### src/rtl/prim_reqack_src_buf_pkg.sv
// Shared types and helpers for the req/ack source-side buffer.
package prim_reqack_src_buf_pkg;

    typedef enum logic {
        IDLE = 1'b0,
        REQ  = 1'b1
    } src_buf_state_e;

    // Non-power-of-two depths need an explicit wrap instead of natural overflow.
    function automatic logic [31:0] ptr_inc(logic [31:0] ptr, logic [31:0] depth);
        return (ptr == depth - 32'd1) ? 32'd0 : ptr + 32'd1;
    endfunction

endpackage

### src/rtl/prim_reqack_src_buf_mem.sv
// Depth x Width register storage: one synchronous write port, one asynchronous read port.
module prim_reqack_src_buf_mem #(
    parameter int unsigned Width = 1,
    parameter int unsigned Depth = 2,
    parameter int unsigned PtrW  = 1
) (
    input  logic             clk_i,
    input  logic             rst_ni,
    input  logic             we,
    input  logic [PtrW-1:0]  waddr,
    input  logic [Width-1:0] wdata,
    input  logic [PtrW-1:0]  raddr,
    output logic [Width-1:0] rdata
);

    logic [Width-1:0] mem_q [Depth];

    always_ff @(posedge clk_i or negedge rst_ni) begin
        if (!rst_ni) begin
            for (int unsigned i = 0; i < Depth; i++) begin
                mem_q[i] <= '0;
            end
        end else if (we) begin
            mem_q[waddr] <= wdata;
        end
    end

    assign rdata = mem_q[raddr];

endmodule

### src/rtl/prim_reqack_src_buf.sv
// Source-domain FIFO feeding a req/ack CDC synchronizer: holds the head word stable
// under a level request and pops on each single-cycle acknowledge.
module prim_reqack_src_buf
    import prim_reqack_src_buf_pkg::*;
#(
    parameter int unsigned Width  = 1,
    parameter int unsigned Depth  = 2,
    parameter int unsigned DepthW = $clog2(Depth + 1)
) (
    input  logic              clk_i,
    input  logic              rst_ni,
    input  logic              valid_i,
    output logic              ready_o,
    input  logic [Width-1:0]  data_i,
    output logic              src_req_o,
    input  logic              src_ack_i,
    output logic [Width-1:0]  data_o,
    output logic [DepthW-1:0] depth_o,
    output logic              err_o
);

    localparam int unsigned PtrW = (Depth > 1) ? $clog2(Depth) : 1;

    src_buf_state_e    state_q, state_d;
    logic [PtrW-1:0]   wptr_q, rptr_q;
    logic [DepthW-1:0] count_q, count_d;
    logic              err_q;
    logic              push, pop;

    // Registered count only, so the producer never sees a path from ack or valid.
    assign ready_o = (count_q < DepthW'(Depth));
    assign push    = valid_i & ready_o;
    assign pop     = (state_q == REQ) & src_ack_i;

    always_comb begin
        count_d = count_q;
        unique case ({push, pop})
            2'b10:   count_d = count_q + DepthW'(1);
            2'b01:   count_d = count_q - DepthW'(1);
            default: count_d = count_q;
        endcase
    end

    always_comb begin
        state_d   = state_q;
        src_req_o = 1'b0;
        unique case (state_q)
            IDLE: begin
                if (count_q != '0) state_d = REQ;
            end
            REQ: begin
                src_req_o = 1'b1;
                if (pop && (count_d == '0)) state_d = IDLE;
            end
        endcase
    end

    always_ff @(posedge clk_i or negedge rst_ni) begin
        if (!rst_ni) begin
            state_q <= IDLE;
            wptr_q  <= '0;
            rptr_q  <= '0;
            count_q <= '0;
            err_q   <= 1'b0;
        end else begin
            state_q <= state_d;
            count_q <= count_d;
            if (push) wptr_q <= PtrW'(ptr_inc(32'(wptr_q), Depth));
            if (pop)  rptr_q <= PtrW'(ptr_inc(32'(rptr_q), Depth));
            // An ack with no outstanding request means the synchronizer lost sync with us.
            if ((state_q == IDLE) && src_ack_i) err_q <= 1'b1;
        end
    end

    prim_reqack_src_buf_mem #(
        .Width (Width),
        .Depth (Depth),
        .PtrW  (PtrW)
    ) u_mem (
        .clk_i (clk_i),
        .rst_ni(rst_ni),
        .we    (push),
        .waddr (wptr_q),
        .wdata (data_i),
        .raddr (rptr_q),
        .rdata (data_o)
    );

    assign depth_o = count_q;
    assign err_o   = err_q;

endmodule

### config.mk
export PLATFORM = sky130hd
export DESIGN_NAME = prim_reqack_src_buf
export DESIGN_NICKNAME = d
export VERILOG_FILES = /design/src/rtl/prim_reqack_src_buf_pkg.sv /design/src/rtl/prim_reqack_src_buf_mem.sv /design/src/rtl/prim_reqack_src_buf.sv
export SDC_FILE = /design/constraint.sdc
export NUM_CORES = 1
export LEC_CHECK = 0
export ABC_AREA = 1
export BUFFER_PORTS_ARGS = -buffer_cell sky130_fd_sc_hd__buf_2
export CAP_MARGIN = 20
export CORE_AREA = 5 5 42 44
export CTS_CLUSTER_SIZE = 16
export DETAILED_ROUTE_END_ITERATION = 10
export DIE_AREA = 0 0 47 49
export GPL_ROUTABILITY_DRIVEN = 0
export SETUP_SLACK_MARGIN = 0.02
export SKIP_CTS_REPAIR_TIMING = 1
export SLEW_MARGIN = 20
export SYNTH_ARGS = -nofsm -noshare
export SYNTH_HDL_FRONTEND = slang
export SYNTH_HIERARCHICAL = 1
export SYNTH_SLANG_ARGS = --single-unit
export TNS_END_PERCENT = 10
### constraint.sdc
create_clock -name clk_i -period 3.2 [get_ports clk_i]
set_input_delay 0.32 -clock clk_i [delete_from_list [all_inputs] [get_ports clk_i]]
set_output_delay 0.32 -clock clk_i [all_outputs]
set_load 0.005 [all_outputs]
==> impl_metrics.yaml <==
routing:
  routed_wl_microns: 795
  vias: 339
  drt.antenna.violating_nets: 0
  drtIter0Drc: 3
  post-route-drc-count: 0
  drt_pass1_iterations: 2
  viasPerCell: 4.40
  wire_per_inst_microns: 10.3
cells_and_area:
  instances_no_fill: 77
  final_layout_size_suffix_gt1_share_pct: 32.8
  diodes: 0
  nNetsFinal: 69
  num-fill-cells: 156
  multiInputGateArea_sq_um: 159
  area_delta_synth_final_pct: 25.9
  seq_area_sq_um: 200
  post-route-util_pct: 35.6
global_routing:
  overflow: 0
  grt_max_degree: 9
  antenna_found_initial: 0
  first_global_vias: 343
  grt_pass1_wl_mm: 1.37
  track_usage_pct: 8.24
clock_network:
  root_buffer: "clkbuf_4"
  clk_path_buf_depth: 2
  cts_tree: "built"
  numCtsBuffers: 3
  clk_latency_ps: 250
  clk_pin_slew_ps: 60
  cts_sinks: 8
  h-tree-depth: 1
hold_path:
  hp-start: "data_i"
  hold_path_depth: 3
  min_path_type: "input pin to flip-flop"
  min_to: "u_mem/mem_q[1]"
synth:
  synth_most_common_cell: "nand2_1"
  syn-mean-instance-area_sq_um: 8.44
  syn_nets: 53
  synth_commonest_cells: "nand2_1 (13), dfrtp_1 (8), inv_1 (8), nand3_1 (5), nand2_2 (3)"
  ys_types: 13
  synth.area.top_cells: "dfrtp_1 (50%), nand2_1 (12%), inv_1 (7.6%), nand3_1 (6.3%), nand2_2 (4.7%)"
  yosysTopAreaCell: "dfrtp_1"
  ys_warn_count: 6
  ys_seq_area_share_pct: 50.5
  synthesis.area_sq_um: 397
  async_flop_share_pct: 100
  ys_seq_elements: 8
  synth_top_area_share_pct: 50.5
  synth_cells: 47
  synth-edff-count: 0
  synthFlopType: "dfrtp_1"
sta:
  layout_min_cycle_time_ps: 1440
  tightestPinTransition_ps: 187
  timing_hold_violations_final: 0
  clock_skew_ps: 4.30
  fin_tns_setup_ps: 0
  rsz0062_at_grt: "false"
  maxSlewViolCount: 0
  slew_headroom_pct: 87.5
  max_freq_ghz: 0.695
  fin_crit_sh_pct: 45.0
  setup_viol: 0
floorplan:
  num_rows: 14
  die_x_microns: 47
  dieArea_sq_um: 2300
  start_util_pct: 28.3
  core_area_sq_um: 1400
  die_h_microns: 49
  num_io_pins: 11
worst_setup_path:
  regToRegSetupSlack_ps: 1760
  max_stage_delay_ps: 400
  critPathArrivalTime_ps: 1590
  reg2reg_from: "depth_o[1]"
  cp_common_cell: "nand2_1"
  path_cells: "inv_2 -> nand2_1 -> ha_1 -> inv_1 -> nand3_1 -> nand2_1 -> nand3_1 -> nand2_1 -> inv_1"
  endpoint_kind: "flip-flop"
  r2r_end: "state_q"
  critPathMaxFanout: 4
  slowest_stage: "dfrtp_1"
  path_class: "flip-flop to flip-flop"
  required_ps: 3350
  reg2regPathDepth: 9
  cp-start-kind: "flip-flop"
power_and_ir_drop:
  pwr-share-clk_pct: 17.1
  internal_power_w: 0.000273
  power.density_nw_per_um2: 920
  p_comb_share_pct: 42.7
  seq_power_share_pct: 40.1
  switching_share_pct: 40.5
  power_w: 0.000459
  irDropWorstVdd_v: 0.000330
  power.leakage_nw: 0.277
  switching_power_w: 0.000186
job:
  max_cap_viol_count: 0
place:
  hpwl_microns: 621
  portBuffers: 10
  dp_cells: 73
run_status:
  status: "finished clean"
-- cell type report --
type,count,area share (%)
flip-flops and latches,8,40.1
multi-input cells,29,31.8
inverters,10,7.52
repair buffers,11,12.0
clock buffers,3,4.51
well taps,16,4.01
-- cells by family (layout without fill, tap and decap cells) --
kind of cell	count (synthesis)	after routing	share of synthesized area [%]
simple gates	24	24	29.3
xor+xnor	2	2	4.42
flops	8	8	50.5
fa+ha+maj	1	1	3.15
compound gates	2	2	3.15
buf+inv	10	24	9.46
-- registers in the layout, indices dropped and copies added, names as in the netlist --
| signal | flops |
|---|---|
| rptr_q | 1 |
| wptr_q | 1 |
| err_o | 1 |
| state_q | 1 |
| depth_o | 2 |
| u_mem/mem_q | 2 |
-- through the flow --
stage	setup WS [ps]	instance area, sq um	hold slack [ps]
2_1_floorplan	1850	397	24.4
3_3_place_gp	1790	467	172
3_5_place_dp	1750	467	172
4_1_cts	1730	489	-102
5_1_grt	1620	499	339
6_report	1760	499	321
-- power by group through the flow --
| stage | combinational [W] | sequential, W | clock, W |
|---|---|---|---|
| 3_5_place_dp | 0.000196 | 0.000187 | 0 |
| 2_1_floorplan | 0.000133 | 0.000182 | 0 |
| 5_1_grt | 0.000227 | 0.000191 | 0.0000847 |
| 3_3_place_gp | 0.000191 | 0.000185 | 0 |
| 6_report | 0.000196 | 0.000184 | 0.0000786 |
| 4_1_cts | 0.000200 | 0.000185 | 0.0000794 |
-- worst max path at each step --
stage / from / end / slack, ps / cells after the start
floorplan: depth_o[1] / state_q / 1850 / 9
global placement: depth_o[1] / state_q / 1790 / 10
detailed placement: depth_o[1] / state_q / 1750 / 9
CTS: depth_o[1] / state_q / 1730 / 9
global route: depth_o[1] / state_q / 1620 / 9
finish: depth_o[1] / state_q / 1760 / 9
-- per-layer routing --
layer	wire length (microns)	global-route usage [%]	vias up
met2	389	12.2	11
met3	62	3.32	0
met1	343	9.93	154
met4	0	4.15	0
li1	-	-	174
met5	0	0	-
-- worst max-delay path: cells and delay by family (launching register included) --
kind | cells | cell delay (ps)
AND/OR/NAND/NOR | 5 | 380
adder cells (fa/ha/maj) | 1 | 320
buffers and inverters | 3 | 240
flip-flops | 1 | 400
-- placed cells by master, fill, tap and decap left out, drive strengths merged --
cell type and instances:
o21ai 1, dlygate4sd3 1, buf 10, xnor2 2, inv 10, ha 1, nor2 1, a21o 1
nand4 1, dfrtp 8, nand2 17, clkbuf 3, nand3 5
No activity file was read; power rests on OpenSTA's default activity.
